File: config.mk
export PLATFORM = sky130hd
export DESIGN_NAME = dsp_decim_top
export DESIGN_NICKNAME = d
export VERILOG_FILES = /design/src/rtl/dsp_decim_pkg.sv /design/src/rtl/dsp_decim_regs.sv /design/src/rtl/dsp_decim_top.sv
export SDC_FILE = /design/constraint.sdc
export NUM_CORES = 1
export LEC_CHECK = 0
export ABC_AREA = 0
export CORE_MARGIN = 3
export CORE_UTILIZATION = 43
export CTS_BUF_LIST = sky130_fd_sc_hd__clkbuf_4 sky130_fd_sc_hd__clkbuf_8 sky130_fd_sc_hd__clkbuf_16
export CTS_CLUSTER_DIAMETER = 100
export DETAILED_ROUTE_END_ITERATION = 7
export PLACE_DENSITY = 0.66
export SLEW_MARGIN = 30
export SYNTH_ARGS = -nofsm -noshare
export SYNTH_HDL_FRONTEND = slang
export SYNTH_HIERARCHICAL = 1
export SYNTH_SLANG_ARGS = --single-unit
File: constraint.sdc
create_clock -name clk_sys -period 4.8 [get_ports clk_sys]
set_input_delay 0.96 -clock clk_sys [delete_from_list [all_inputs] [get_ports clk_sys]]
set_output_delay 0.96 -clock clk_sys [all_outputs]
set_load 0.02 [all_outputs]
File: src/rtl/dsp_decim_pkg.sv
// Shared register map, reset values and control bit positions for the
// decimating DSP stage between AD capture and the sample memory writer.
package dsp_decim_pkg;

    localparam logic [7:0] OFF_CTRL   = 8'h00;
    localparam logic [7:0] OFF_DEC    = 8'h01;
    localparam logic [7:0] OFF_SHIFT  = 8'h02;
    localparam logic [7:0] OFF_STAT   = 8'h03;
    localparam logic [7:0] OFF_OCNT_L = 8'h04;
    localparam logic [7:0] OFF_OCNT_H = 8'h05;
    localparam logic [7:0] OFF_ID     = 8'h06;

    localparam logic [7:0] CTRL_RST  = 8'h01;
    localparam logic [7:0] DEC_RST   = 8'h00;
    localparam logic [7:0] SHIFT_RST = 8'h00;

    localparam int BYPASS_BIT  = 0;
    localparam int SAT_CLR_BIT = 1;

endpackage

File: src/rtl/dsp_decim_regs.sv
// fx register bus decode, configuration registers, sticky saturation flag
// and output-sample counter for dsp_decim_top.
module dsp_decim_regs
    import dsp_decim_pkg::*;
#(
    parameter int          MAX_LOG2_DEC = 6,
    parameter int          ACC_W        = 22,
    parameter logic [7:0]  VERSION      = 8'h02
) (
    input  logic        clk_sys,
    input  logic        rst_n,
    input  logic        fx_wr,
    input  logic [21:0] fx_waddr,
    input  logic [7:0]  fx_data,
    input  logic        fx_rd,
    input  logic [21:0] fx_raddr,
    input  logic [5:0]  dev_id,
    input  logic        sat_set,
    input  logic        out_vld,
    output logic        cfg_bypass,
    output logic [3:0]  cfg_k,
    output logic [4:0]  cfg_shift,
    output logic        flush,
    output logic [7:0]  fx_q
);

    logic        wr_hit_s;
    logic        rd_hit_s;
    logic        sat_clr_s;
    logic [3:0]  dec_wval_s;
    logic [4:0]  shift_wval_s;
    logic [7:0]  rd_val_s;
    logic        bypass_r;
    logic [3:0]  k_r;
    logic [4:0]  shift_r;
    logic        sat_r;
    logic [15:0] ocnt_r;
    logic        unused_bits_s;

    assign unused_bits_s = ^{fx_waddr[15:8], fx_raddr[15:8], fx_data[7:5]};

    assign cfg_bypass = bypass_r;
    assign cfg_k      = k_r;
    assign cfg_shift  = shift_r;

    // Address decode, write-side clamping and read mux
    always_comb begin
        wr_hit_s  = fx_wr && (fx_waddr[21:16] == dev_id);
        rd_hit_s  = fx_rd && (fx_raddr[21:16] == dev_id);
        flush     = wr_hit_s && ((fx_waddr[7:0] == OFF_CTRL) || (fx_waddr[7:0] == OFF_DEC));
        sat_clr_s = wr_hit_s && (fx_waddr[7:0] == OFF_CTRL) && fx_data[SAT_CLR_BIT];
        if (fx_data[3:0] > 4'(MAX_LOG2_DEC)) begin
            dec_wval_s = 4'(MAX_LOG2_DEC);
        end else begin
            dec_wval_s = fx_data[3:0];
        end
        if (fx_data[4:0] > 5'(ACC_W - 1)) begin
            shift_wval_s = 5'(ACC_W - 1);
        end else begin
            shift_wval_s = fx_data[4:0];
        end
        case (fx_raddr[7:0])
            OFF_CTRL:   rd_val_s = {7'b0000000, bypass_r};
            OFF_DEC:    rd_val_s = {4'b0000, k_r};
            OFF_SHIFT:  rd_val_s = {3'b000, shift_r};
            OFF_STAT:   rd_val_s = {7'b0000000, sat_r};
            OFF_OCNT_L: rd_val_s = ocnt_r[7:0];
            OFF_OCNT_H: rd_val_s = ocnt_r[15:8];
            OFF_ID:     rd_val_s = VERSION;
            default:    rd_val_s = 8'h00;
        endcase
    end

    // Register file, sticky SAT (set beats clear), output counter, read data
    always_ff @(posedge clk_sys or negedge rst_n) begin
        if (!rst_n) begin
            bypass_r <= CTRL_RST[BYPASS_BIT];
            k_r      <= DEC_RST[3:0];
            shift_r  <= SHIFT_RST[4:0];
            sat_r    <= 1'b0;
            ocnt_r   <= 16'h0000;
            fx_q     <= 8'h00;
        end else begin
            if (wr_hit_s) begin
                case (fx_waddr[7:0])
                    OFF_CTRL:  bypass_r <= fx_data[BYPASS_BIT];
                    OFF_DEC:   k_r      <= dec_wval_s;
                    OFF_SHIFT: shift_r  <= shift_wval_s;
                    default:   bypass_r <= bypass_r;
                endcase
            end
            if (sat_set) begin
                sat_r <= 1'b1;
            end else if (sat_clr_s) begin
                sat_r <= 1'b0;
            end
            if (out_vld) begin
                ocnt_r <= ocnt_r + 16'h0001;
            end
            if (fx_rd) begin
                fx_q <= rd_hit_s ? rd_val_s : 8'h00;
            end
        end
    end

endmodule

File: src/rtl/dsp_decim_top.sv
// AD-to-sample-memory DSP stage: bypass or accumulate-and-dump decimation by
// 2^k with arithmetic right shift and signed saturation.
module dsp_decim_top
    import dsp_decim_pkg::*;
#(
    parameter int         DW           = 16,
    parameter int         MAX_LOG2_DEC = 6,
    parameter logic [7:0] VERSION      = 8'h02
) (
    input  logic          clk_sys,
    input  logic          rst_n,
    input  logic [DW-1:0] ad_data,
    input  logic          ad_vld,
    output logic [DW-1:0] sm_data,
    output logic          sm_vld,
    input  logic          fx_wr,
    input  logic [21:0]   fx_waddr,
    input  logic [7:0]    fx_data,
    input  logic          fx_rd,
    input  logic [21:0]   fx_raddr,
    output logic [7:0]    fx_q,
    input  logic [5:0]    dev_id
);

    localparam int ACC_W = DW + MAX_LOG2_DEC;
    localparam int CNT_W = MAX_LOG2_DEC + 1;
    localparam int HI_W  = ACC_W - DW + 1;

    logic                    cfg_bypass_s;
    logic [3:0]              cfg_k_s;
    logic [4:0]              cfg_shift_s;
    logic                    flush_s;
    logic                    sat_set_s;
    logic signed [ACC_W-1:0] ad_ext_s;
    logic signed [ACC_W-1:0] sum_s;
    logic signed [ACC_W-1:0] shifted_s;
    logic [HI_W-1:0]         hi_s;
    logic [CNT_W-1:0]        dec_len_s;
    logic                    last_s;
    logic                    ovf_s;
    logic [DW-1:0]           sat_val_s;
    logic signed [ACC_W-1:0] acc_r;
    logic [CNT_W-1:0]        cnt_r;

    dsp_decim_regs #(
        .MAX_LOG2_DEC (MAX_LOG2_DEC),
        .ACC_W        (ACC_W),
        .VERSION      (VERSION)
    ) u_regs (
        .clk_sys    (clk_sys),
        .rst_n      (rst_n),
        .fx_wr      (fx_wr),
        .fx_waddr   (fx_waddr),
        .fx_data    (fx_data),
        .fx_rd      (fx_rd),
        .fx_raddr   (fx_raddr),
        .dev_id     (dev_id),
        .sat_set    (sat_set_s),
        .out_vld    (sm_vld),
        .cfg_bypass (cfg_bypass_s),
        .cfg_k      (cfg_k_s),
        .cfg_shift  (cfg_shift_s),
        .flush      (flush_s),
        .fx_q       (fx_q)
    );

    // Dump value: sum including current sample, floor shift, clamp to DW signed
    always_comb begin
        ad_ext_s  = {{MAX_LOG2_DEC{ad_data[DW-1]}}, ad_data};
        sum_s     = acc_r + ad_ext_s;
        shifted_s = sum_s >>> cfg_shift_s;
        dec_len_s = CNT_W'(1) << cfg_k_s;
        last_s    = (cnt_r == (dec_len_s - CNT_W'(1)));
        hi_s      = shifted_s[ACC_W-1:DW-1];
        if ((hi_s == {HI_W{1'b0}}) || (hi_s == {HI_W{1'b1}})) begin
            ovf_s     = 1'b0;
            sat_val_s = shifted_s[DW-1:0];
        end else if (shifted_s[ACC_W-1]) begin
            ovf_s     = 1'b1;
            sat_val_s = {1'b1, {(DW-1){1'b0}}};
        end else begin
            ovf_s     = 1'b1;
            sat_val_s = {1'b0, {(DW-1){1'b1}}};
        end
        sat_set_s = !cfg_bypass_s && !flush_s && ad_vld && last_s && ovf_s;
    end

    // Accumulator, sample counter and registered output; a config flush
    // discards any sample arriving with it
    always_ff @(posedge clk_sys or negedge rst_n) begin
        if (!rst_n) begin
            acc_r   <= {ACC_W{1'b0}};
            cnt_r   <= {CNT_W{1'b0}};
            sm_data <= {DW{1'b0}};
            sm_vld  <= 1'b0;
        end else if (cfg_bypass_s) begin
            acc_r   <= {ACC_W{1'b0}};
            cnt_r   <= {CNT_W{1'b0}};
            sm_data <= ad_data;
            sm_vld  <= ad_vld;
        end else if (flush_s) begin
            acc_r   <= {ACC_W{1'b0}};
            cnt_r   <= {CNT_W{1'b0}};
            sm_vld  <= 1'b0;
        end else if (ad_vld && last_s) begin
            acc_r   <= {ACC_W{1'b0}};
            cnt_r   <= {CNT_W{1'b0}};
            sm_data <= sat_val_s;
            sm_vld  <= 1'b1;
        end else if (ad_vld) begin
            acc_r   <= sum_s;
            cnt_r   <= cnt_r + CNT_W'(1);
            sm_vld  <= 1'b0;
        end else begin
            sm_vld  <= 1'b0;
        end
    end

endmodule
==> run metrics, run 1 <==
initial cell density of the core approximately 44%; total CTS buffers 9; Synth top area share 28.4%; Tot GR Track Use 23.9%; Buf+Inv Stages, Crit Path 4; Hold Violations, Final 0; critical path arrival 4.78 ns; asr flop ratio synth 100%; Post-synth top cells 101 x nand2_1, 80 x dfrtp_1, 70 x nor2_1, 56 x o21ai_0, 49 x a21oi_1; slowest stage cell, crit path clkdlybuf4s50_1; WP depth 19; Tcrit/Tclk final approximately 95%; total power ~0.0052 W; drt pass-1 iters 5; Die X about 130 microns; vias in the first global route 6707; CP top delay family compound AO/OA/AOI/OAI gates; Most used DFF post-synth dfrtp_1; RR Endpoint u_regs/sat_r; count of pins over their slew limit 0; Slew @ Worst Pin just under 0.8 ns; Critical Path End u_regs/sat_r; Post-CTS Hold Fix Bufs 0; Max-Cap Viols 0; Final Cell Area 0.00896 sq mm; top cells by area, synth dfrtp_1 28%, nand2_1 5.4%, xnor2_1 4.6%; via count a little under 7k; Routed WL per cell 17.9 microns; #FFs+latches synth 81; CTS Root Buffer Type clkbuf_16; Syn Std Cell Area 0.00704 sq mm; WHS a little under 0.5 ns; startpoint types primary input; Yosys Warn Count 6; layout cell share with drive strength beyond 1 17.0%; # IOs 104; Worst setup startpoint ad_data[0]; FP Rows 46; # DRC 0; initial antenna violation count 0; PD cells slightly below 600 mW/mm^2; Post-synth EDFFs 0; Clock Path Buffers 2; critical path type in2reg; Rel. slew slack 46.9%; Core ar. approximately 0.016 sq mm; H-tree depth 3; area leader, netlist dfrtp_1; distinct cell type count after synthesis 88; CP peak stage delay 0.49 ns; Crit Path Max Fanout 4; Critical Path RT 5.02 ns; # setup viols final 0; Buffers on Ports 84; VDD IR-drop max roughly 350 uV; maximum clock rate approximately 220 MHz; Detailed Route WL ~21 mm; Final Core Density between 50 and 60%; Mean Syn Cell Area 8.44 sq um; gr ovfl total 0; Die Ht 134 microns; largest net degree at the start of global routing 50; min cycle time layout 4.56 ns; initial DRC count 602; fin nets 1074; reg2reg path depth 19; DIE AREA 0.0179 sq mm; reg2reg start acc_r[0]; register area share after synthesis 28.8%; # diodes 0; area growth from synthesis to layout 27.3%; cell count after synthesis about 830; R2R Setup Slk 0.96 ns; RSZ-0062 raised after global routing no; Worst Skew 0.0140 ns; Detail Placement HPWL between 15 and 20 mm; Syn Nets 938; Vias/cell 5.82; dpl cell area 0.00861 sq mm; status complete, no violations; Leak Pwr between 3 and 4 nW; Hold Path Class reg2reg; clock latency on the worst-skew pair 0.36 ns; ANT nets after route 0; first-pass GRT wire length approximately 34 mm; gpl congestion 0.883; CP Capture Type flip-flop; CTS tree yes; Cell Chain, Critical Path clkdlybuf4s50_1 -> ha_1 -> inv_1 -> fa_1 -> nor2b_2 -> o31a_1 -> buf_4 -> a21oi_1 -> a211o_1 -> o211a_1 -> mux2_2 -> o2bb2ai_1 -> nor2_1 -> a21boi_4 -> o32ai_2 -> nor4b_2 -> buf_4 -> nor2_1 -> a31oi_1; clk sinks 81; Worst-path clk slew ~0.070 ns; most common cell in the netlist nand2_1
sequential cells by signal (all words and copies together) (netlist names):
signal,flops
u_regs/sat_r,1
sm_vld,1
sm_data,16
cnt_r,7
u_regs/cfg_bypass,1
u_regs/ocnt_r,16
u_regs/fx_q,8
u_regs/cfg_shift,5
u_regs/cfg_k,4
acc_r,22
cells in the final DEF, fill, tap and decap left out, drive strengths merged, types with 4 or more instances in the layout:
master,Yosys,layout
nor3b,6,6
o22ai,9,9
xnor2,37,37
a22oi,11,11
a31oi,8,8
buf,14,87
mux4,10,10
nand4,14,14
and3,11,11
nor2,70,70
dfrtp,80,80
o31ai,5,5
mux2i,26,26
o21ai,57,57
clkbuf,31,9
o211ai,14,14
o21a,4,4
clkdlybuf4s50,0,83
nor4,8,8
nor2b,11,11
and2,10,10
nand3,22,22
nand2,101,101
a22o,11,11
a21o,7,7
a21oi,50,50
nor3,17,17
o211a,4,4
clkinv,1,4
inv,28,29
a211oi,17,17
a2111oi,7,7
or3,4,4
mux2,19,19
a2bb2oi,5,5
xor2,19,19
o2bb2ai,4,4
a221oi,4,4
ha,24,24
nand2b,10,10
repair_timing:
action,in CTS,in global routing
gates resized for setup,0,8
hold endpoints to repair,0,0
setup buffers,0,1
endpoints found under the setup margin,0,14
metrics by stage:
step                      setup WS, ns  instances  setup TNS, ns
after global placement          -0.115       1174         -0.817
after CTS                        0.182       1190              0
after detailed placement        -0.137       1174         -0.930
after floorplan                  0.732        834              0
final                            0.242       1191              0
after global routing           0.00220       1191              0
cell type report:
class / count / area, sq um
fill: 1485 / 6980
tap: 216 / 270
multi-input combinational: 679 / 4760
sequential: 81 / 2030
timing repair buffer: 170 / 1480
inverter: 29 / 109
clock buffer: 9 / 225
clock inverter: 7 / 80.1
worst min path at each step:
stage / end / slack [ns] / cells after the start / from
after floorplan: u_regs/ocnt_r[15] / 0.44 / 1 / u_regs/ocnt_r[15]
after global routing: u_regs/ocnt_r[15] / 0.50 / 1 / u_regs/ocnt_r[15]
final: u_regs/ocnt_r[15] / 0.49 / 1 / u_regs/ocnt_r[15]
after global placement: acc_r[7] / 0.47 / 2 / acc_r[7]
after detailed placement: u_regs/ocnt_r[12] / 0.47 / 1 / u_regs/ocnt_r[12]
after CTS: u_regs/ocnt_r[12] / 0.49 / 1 / u_regs/ocnt_r[12]
power by group:
part / total (W) / internal, W / switching (W)
Combinational: 0.00359 / 0.00173 / 0.00186
Clock: 0.000721 / 0.000408 / 0.000314
Sequential: 0.000879 / 0.000798 / 0.0000806
routing by layer:
metal / up-vias / GRT usage, % / part of all wire (%)
met5: - / 0 / 0
met4: 0 / 7.49 / 1.6
met3: 25 / 4.46 / 6.5
met2: 224 / 39.9 / 48
met1: 3311 / 31.6 / 44
li1: 3366 / - / -
cells by family (layout without fill, tap and decap cells):
kind of cell,Yosys count,count (layout),share of synthesized area (%)
AO/OA/AOI/OAI,244,244,24.5
buffers and inverters,74,215,4.12
XOR/XNOR,56,56,6.97
adder cells (fa/ha/maj),25,25,4.55
flip-flops,81,81,28.8
multiplexers,55,55,9.99
AND/OR/NAND/NOR,299,299,21.0
(Power assumes the default switching activity.)
==> run 2: changes to the inputs <==
Settings changed: SLEW_MARGIN 30 to 10.
==> run 2 against run 1 <==
  * Routed wire length rose by 0.12%
  * Clock skew up 0.0012 ns
  * Power hardly changed
  * Clock power hardly changed
  * Register-to-register slack got worse by 0.03 ns
  * Hold slack worse by 0.0038 ns
  * Maximum frequency is essentially flat
  * Design area about the same
  * Critical path depth unchanged
==> run metrics, run 2 (synthesis results as in run 1) <==
status complete, no violations; largest net degree at the start of global routing 50 (unchanged); Hold Path Class reg2reg; clock latency on the worst-skew pair 0.36 ns (about the same); gpl congestion 0.883 (unchanged); CTS tree yes; DIE AREA 0.0179 sq mm (unchanged); Non-Filler Instances 1191 (unchanged); Regs by FF count acc_r x22, sm_data x16, u_regs/ocnt_r x16; Tot GR Track Use 23.9% (unchanged); CP Capture Type flip-flop; WHS 0.485 ns (-0.00384 ns); footprint of the multi-input gates 0.00476 sq mm (-0.13%); FP Rows 46 (unchanged); critical path arrival 4.78 ns (about the same); min cycle time layout 4.56 ns (-0.00221 ns); Post-CTS Hold Fix Bufs 0 (unchanged); Crit Path Max Fanout 4 (unchanged); sequential cell area 0.00203 sq mm (about the same); Hold Violations, Final 0 (unchanged); Detail Placement HPWL 16.6 mm (unchanged); RSZ-0062 raised after global routing no; Largest Register acc_r; total power 0.00519 W (about the same); Tcrit/Tclk final 94.9% (about the same); fin nets 1074 (unchanged); most common cell after layout, fill and taps aside nand2_1; # IOs 104 (unchanged); count of pins over their slew limit 0 (unchanged); initial antenna violation count 0 (unchanged); clk sinks 81 (unchanged); CTS Root Buffer Type clkbuf_16; Leak Pwr 3.73 nW (about the same); dpl cell area 0.00861 sq mm (unchanged); initial cell density of the core 44.2% (unchanged); critical path type in2reg; Core ar. 0.0159 sq mm (unchanged); PD cells 580 mW/mm^2 (+0.18%); Worst-path clk slew 0.07 ns (about the same); Vias/cell 5.80 (-0.29%); Rel. slew slack 28.0% (-19 points); vias in the first global route 6707 (unchanged); startpoint types primary input; Die X 134 microns (unchanged); fillers 1487 (+0.13%); drt pass-1 iters 6 (+1); layout cell share with drive strength beyond 1 16.9% (-0.10 points); # diodes 0 (unchanged); # setup viols final 0 (unchanged); first-pass GRT wire length 34.5 mm (unchanged); max reg flops 22 (unchanged); Die Ht 134 microns (unchanged); placed insts 1174 (unchanged); ANT nets after route 0 (unchanged); R2R Setup Slk 0.93 ns (-0.03 ns); Final Cell Area 0.00895 sq mm (about the same); gr ovfl total 0 (unchanged); VDD IR-drop max 355 uV (+0.66%); initial DRC count 601 (-0.17%); Detailed Route WL 21.3 mm (+0.12%); H-tree depth 3 (unchanged); Max-Cap Viols 0 (unchanged); # DRC 0 (unchanged); via count 6906 (-0.29%); Worst Skew 0.0153 ns (+0.00125 ns); total CTS buffers 9 (unchanged); maximum clock rate 219 MHz (about the same); Routed WL per cell 17.9 microns (+0.12%); Buffers on Ports 84 (unchanged); area growth from synthesis to layout 27.2% (about the same); Clock Path Buffers 2 (unchanged); commonest non-fill, non-tap cells in the layout 101 x nand2_1, 87 x buf_4, 83 x clkdlybuf4s50_1; Critical Path RT 5.02 ns (about the same); Final Core Density 56.2% (about the same); Slew @ Worst Pin 1.08 ns (+0.284 ns)
==> run 2: through the flow <==
| stage | TNS [ns] | setup slack (ns) |
|---|---|---|
| 2_1_floorplan | 0 | 0.732 |
| 3_3_place_gp | -0.817 | -0.115 |
| 3_5_place_dp | -0.930 | -0.137 |
| 4_1_cts | 0 | 0.182 |
| 5_1_grt | 0 | 0.00313 |
| 6_report | 0 | 0.244 |
==> run 2: path summary, 6_finish.rpt <==
| kind | end | cells past startpoint | startpoint |
|---|---|---|---|
| setup / recovery | u_regs/sat_r | 19 | ad_data[0] |
| hold / removal | u_regs/ocnt_r[15] | 1 | u_regs/ocnt_r[15] |
| setup reg to reg | sm_data[5] | 15 | acc_r[0] |
| hold reg to reg | u_regs/ocnt_r[15] | 1 | u_regs/ocnt_r[15] |
| max in group asynchronous | u_regs/cfg_bypass | 2 | rst_n |
| min in group asynchronous | acc_r[21] | 1 | rst_n |
==> run 2: worst max-delay path, cell delays in order <==
cell and delay [ns]:
clkdlybuf4s50_1 0.49, ha_1 0.18, inv_1 0.05, fa_1 0.39, nor2b_2 0.15, o31a_1 0.24
buf_4 0.15, a21oi_1 0.12, a211o_1 0.30, o211a_1 0.14, mux2_2 0.28, o2bb2ai_1 0.14
nor2_1 0.32, a21boi_4 0.12, o32ai_2 0.35, nor4b_2 0.08, buf_4 0.17, nor2_1 0.09
a31oi_1 0.05
==> run 2: final cells by class <==
class	count	share of cell area, %
inverter	29	1.22
sequential	81	22.6
tap	216	3.02
multi-input combinational	679	53.1
timing repair buffer	170	16.6
clock inverter	7	0.894
clock buffer	9	2.52
==> run 2: metal layers <==
layer	track usage (%)	routed length, microns
met2	39.9	10100
met4	7.49	344
met1	31.6	9510
met3	4.46	1340
met5	0	0
==> run 2: report_power, final <==
group / total [W] / switching, W / internal [W]
Sequential: 0.000878 / 0.0000797 / 0.000798
Clock: 0.000721 / 0.000314 / 0.000408
Combinational: 0.00359 / 0.00187 / 0.00173
==> run 2: repair_timing <==
action / CTS / global route
setup buffers: 0 / 1
gates resized for setup: 0 / 8
endpoints found under the setup margin: 0 / 14
==> run 3: changes to the inputs <==
Settings changed: ABC_AREA 0 to 1, DONT_BUFFER_PORTS from default to 1, PLACE_DENSITY 0.66 to default.
==> run 3 against run 2 <==
  * Synthesized cell count rose by 34%
  * Highest routed layer unchanged
  * Core utilization fell by 8.7 points
  * Hold slack got worse by 0.19 ns
  * Register-to-register slack improved by 0.54 ns
  * Global-route usage fell by 2.1 points
  * Clock power rose by 8.5%
  * Clock skew fell by 0.0084 ns
  * Power fell by 18%
  * Critical endpoint is now sm_data[7]
  * Largest cell class unchanged
  * Routed wire length fell by 8.2%
==> run metrics, run 3 <==
Final Cell Area 0.00765 sq mm (-15%); min cycle time layout 3.56 ns (-0.991 ns); drt pass-1 iters 5 (-1); dpl cell area 0.00732 sq mm (-15%); PD cells 555 mW/mm^2 (-4.3%); Final Core Density 47.5% (-8.7 points); DIE AREA 0.0183 sq mm (+1.9%); CP peak stage delay 0.43 ns (-0.06 ns); Slew @ Worst Pin 0.830 ns (-0.250 ns); post-synthesis adder-cell area fraction 4.46% (-0.086 points); critical path type in2reg; Rel. slew slack 44.5% (+16 points); first-pass GRT wire length 31.8 mm (-7.8%); portion of netlist area occupied by mux cells 0.558% (-9.4 points); Hold Violations, Final 0 (unchanged); asr flop ratio synth 100% (unchanged); met1 Usage GRT 28.0% (-3.6 points); FP Rows 46 (unchanged); ANT nets after route 0 (unchanged); Vias/cell 5.12 (-12%); Tot GR Track Use 21.9% (-2.1 points); #FFs+latches synth 81 (unchanged); via count 6780 (-1.8%); initial DRC count 443 (-26%); combinational family with the most area after synthesis simple AND/OR/NAND/NOR gates; Mean Syn Cell Area 6.44 sq um (-24%); cell count after synthesis 1115 (+34%); Regs by FF count acc_r x22, sm_data x16, u_regs/ocnt_r x16; Crit path top cell by count nand2_1; Buffers on Ports 0 (-100%); slowest stage cell, crit path fa_1; xor/xnor share of the synthesized area 4.76% (-2.2 points); Compound-Gate Fraction of Synth Area 7.74% (-17 points); area growth from synthesis to layout 6.68%; initial cell density of the core 44.5% (+0.37 points); Setup TNS 0 ns (unchanged); Die Ht 135 microns (+0.92%); layout cell share with drive strength beyond 1 8.58% (-8.3 points); Post-synth top cells 375 x nand2_1, 150 x nand3_1, 127 x inv_1, 85 x nor2_1, 80 x dfrtp_1; # IOs 104 (unchanged); CP Capture Type flip-flop; fin nets 1206 (+12%); gr ovfl total 0 (unchanged); CTS tree yes; GRT met2 Usage 35.3% (-4.6 points); Leak Pwr 4.06 nW (+8.8%); Worst-path clk slew 0.06 ns (about the same); gpl congestion 0.928 (+5.2%); # setup viols final 0 (unchanged); H-tree depth 3 (unchanged); Yosys Warn Count 6 (unchanged); count of pins over their slew limit 0 (unchanged); max reg flops 22 (unchanged); Tcrit/Tclk final 74.3% (-21 points); Syn Std Cell Area 0.00718 sq mm (+1.9%); # diodes 0 (unchanged); largest net degree at the start of global routing 82 (+64%); status complete, no violations; startpoint types primary input; CTS Root Buffer Type clkbuf_16; CP top delay family simple AND/OR/NAND/NOR gates; Detailed Route WL 19.6 mm (-8.2%); Most used DFF post-synth dfrtp_1; clk sinks 81 (unchanged); fillers 1729 (+16%); Critical Path RT 5.08 ns (+0.06 ns); register area share after synthesis 28.3% (-0.55 points); # DRC 0 (unchanged); WHS 0.297 ns (-0.188 ns); post-CTS setup buffers 0 (unchanged); Die X 135 microns (+0.92%); Synth top area share 27.9% (-0.54 points); Cell Chain, Critical Path ha_1 -> inv_1 -> fa_1 -> nor2_1 -> nor2_2 -> o21ai_2 -> nand2_1 -> nand2_1 -> nand2_1 -> nand3_1 -> nand3_2 -> nand3_1 -> nand3_1 -> nor2_1 -> nand2_1 -> nand2_1 -> nand3_4 -> nand2_4 -> nand2_1 -> nand2_1 -> nand2_1 -> nand3_1; Largest Register acc_r; Buf+Inv Stages, Crit Path 1 (-3); area leader, netlist dfrtp_1; top cells by area, synth dfrtp_1 28%, nand2_1 20%, nand3_1 10%; most common cell in the netlist nand2_1; clock latency on the worst-skew pair 0.36 ns (about the same); Post-synth EDFFs 0 (unchanged); Synth Area in Simple Gates 44.7% (+24 points); vias in the first global route 6471 (-3.5%); VDD IR-drop max 256 uV (-28%); M3 GR Usage 4.83% (+0.37 points); Routed WL per cell 14.8 microns (-17%); Core ar. 0.0161 sq mm (+1.1%); total CTS buffers 9 (unchanged); critical path arrival 3.85 ns (-0.93 ns); Clock Path Buffers 2 (unchanged); Hold Path Class in2async; CTS resizes 0 (unchanged); Detail Placement HPWL 15.2 mm (-8.3%); Crit Path Max Fanout 16 (+12); Most Used Layer, Global Route met2; most common cell after layout, fill and taps aside nand2_1; Post-CTS Hold Fix Bufs 0 (unchanged); commonest non-fill, non-tap cells in the layout 375 x nand2_1, 150 x nand3_1, 127 x inv_1; maximum clock rate 281 MHz (+28%); Worst Skew 0.00687 ns (-0.00842 ns); Max-Cap Viols 0 (unchanged); Syn Nets 1219 (+30%); initial antenna violation count 0 (unchanged); RSZ-0062 raised after global routing no; distinct cell type count after synthesis 54 (-39%)
==> run 3: cell count changes after synthesis, moves of 14 or more <==
cell	previous run	this run
o21ai_0	56	40
nand2_1	101	375
mux2_2	19	0
clkbuf_1	31	13
a211oi_1	15	1
nor2_1	70	85
nand2_2	0	23
nand3_1	21	150
a21oi_1	49	23
inv_1	27	127
mux2i_1	26	4
xnor2_1	37	15
==> run 3: layout make-up <==
class                      count  area (sq um)  area share [%]
clock inverter                 6          97.6            1.27
tap                          216           270            3.53
clock buffer                  10           233            3.04
inverter                     140           531            6.93
multi-input combinational    866          4470            58.3
timing repair buffer           4          30.0           0.392
sequential                    81          2030            26.5
==> run 3: per-layer routing <==
| metal | up-vias | share of wire (%) |
|---|---|---|
| li1 | 3562 | - |
| met1 | 2990 | 46 |
| met2 | 186 | 44 |
| met3 | 42 | 5.7 |
| met4 | 0 | 4.0 |
| met5 | - | 0 |
==> run 3: final timing paths <==
check | slack (ns) | start | cells after the start | to
max in group asynchronous | 4.23 | rst_n | 0 | u_regs/cfg_bypass
min in group clk_sys | 0.48 | u_regs/sat_r | 2 | u_regs/sat_r
hold reg to reg | 0.48 | u_regs/sat_r | 2 | u_regs/sat_r
setup / recovery | 1.24 | ad_data[0] | 22 | sm_data[7]
setup reg to reg | 1.47 | acc_r[0] | 22 | sm_data[7]
hold / removal | 0.30 | rst_n | 0 | acc_r[15]
==> run 3: logic make-up after synthesis <==
logic type      Yosys count
xor+xnor                 39
flops                    81
simple gates            704
compound gates           94
mux                       4
buf+inv                 168
fa+ha+maj                25
==> run 3: per-stage QoR <==
stage	setup slack, ns	cells	total power, W
floorplan	1.42	1115	0.00299
global placement	0.967	1307	0.00344
detailed placement	0.933	1307	0.00345
CTS	1.28	1323	0.00426
global route	0.886	1323	0.00465
finish	1.24	1323	0.00425
==> run 3: power by group <==
group | switching (W) | total (W) | internal, W
Sequential | 0.000106 | 0.000916 | 0.000811
Clock | 0.000312 | 0.000782 | 0.000470
Combinational | 0.00167 | 0.00255 | 0.000877
Total | 0.00209 | 0.00425 | 0.00216
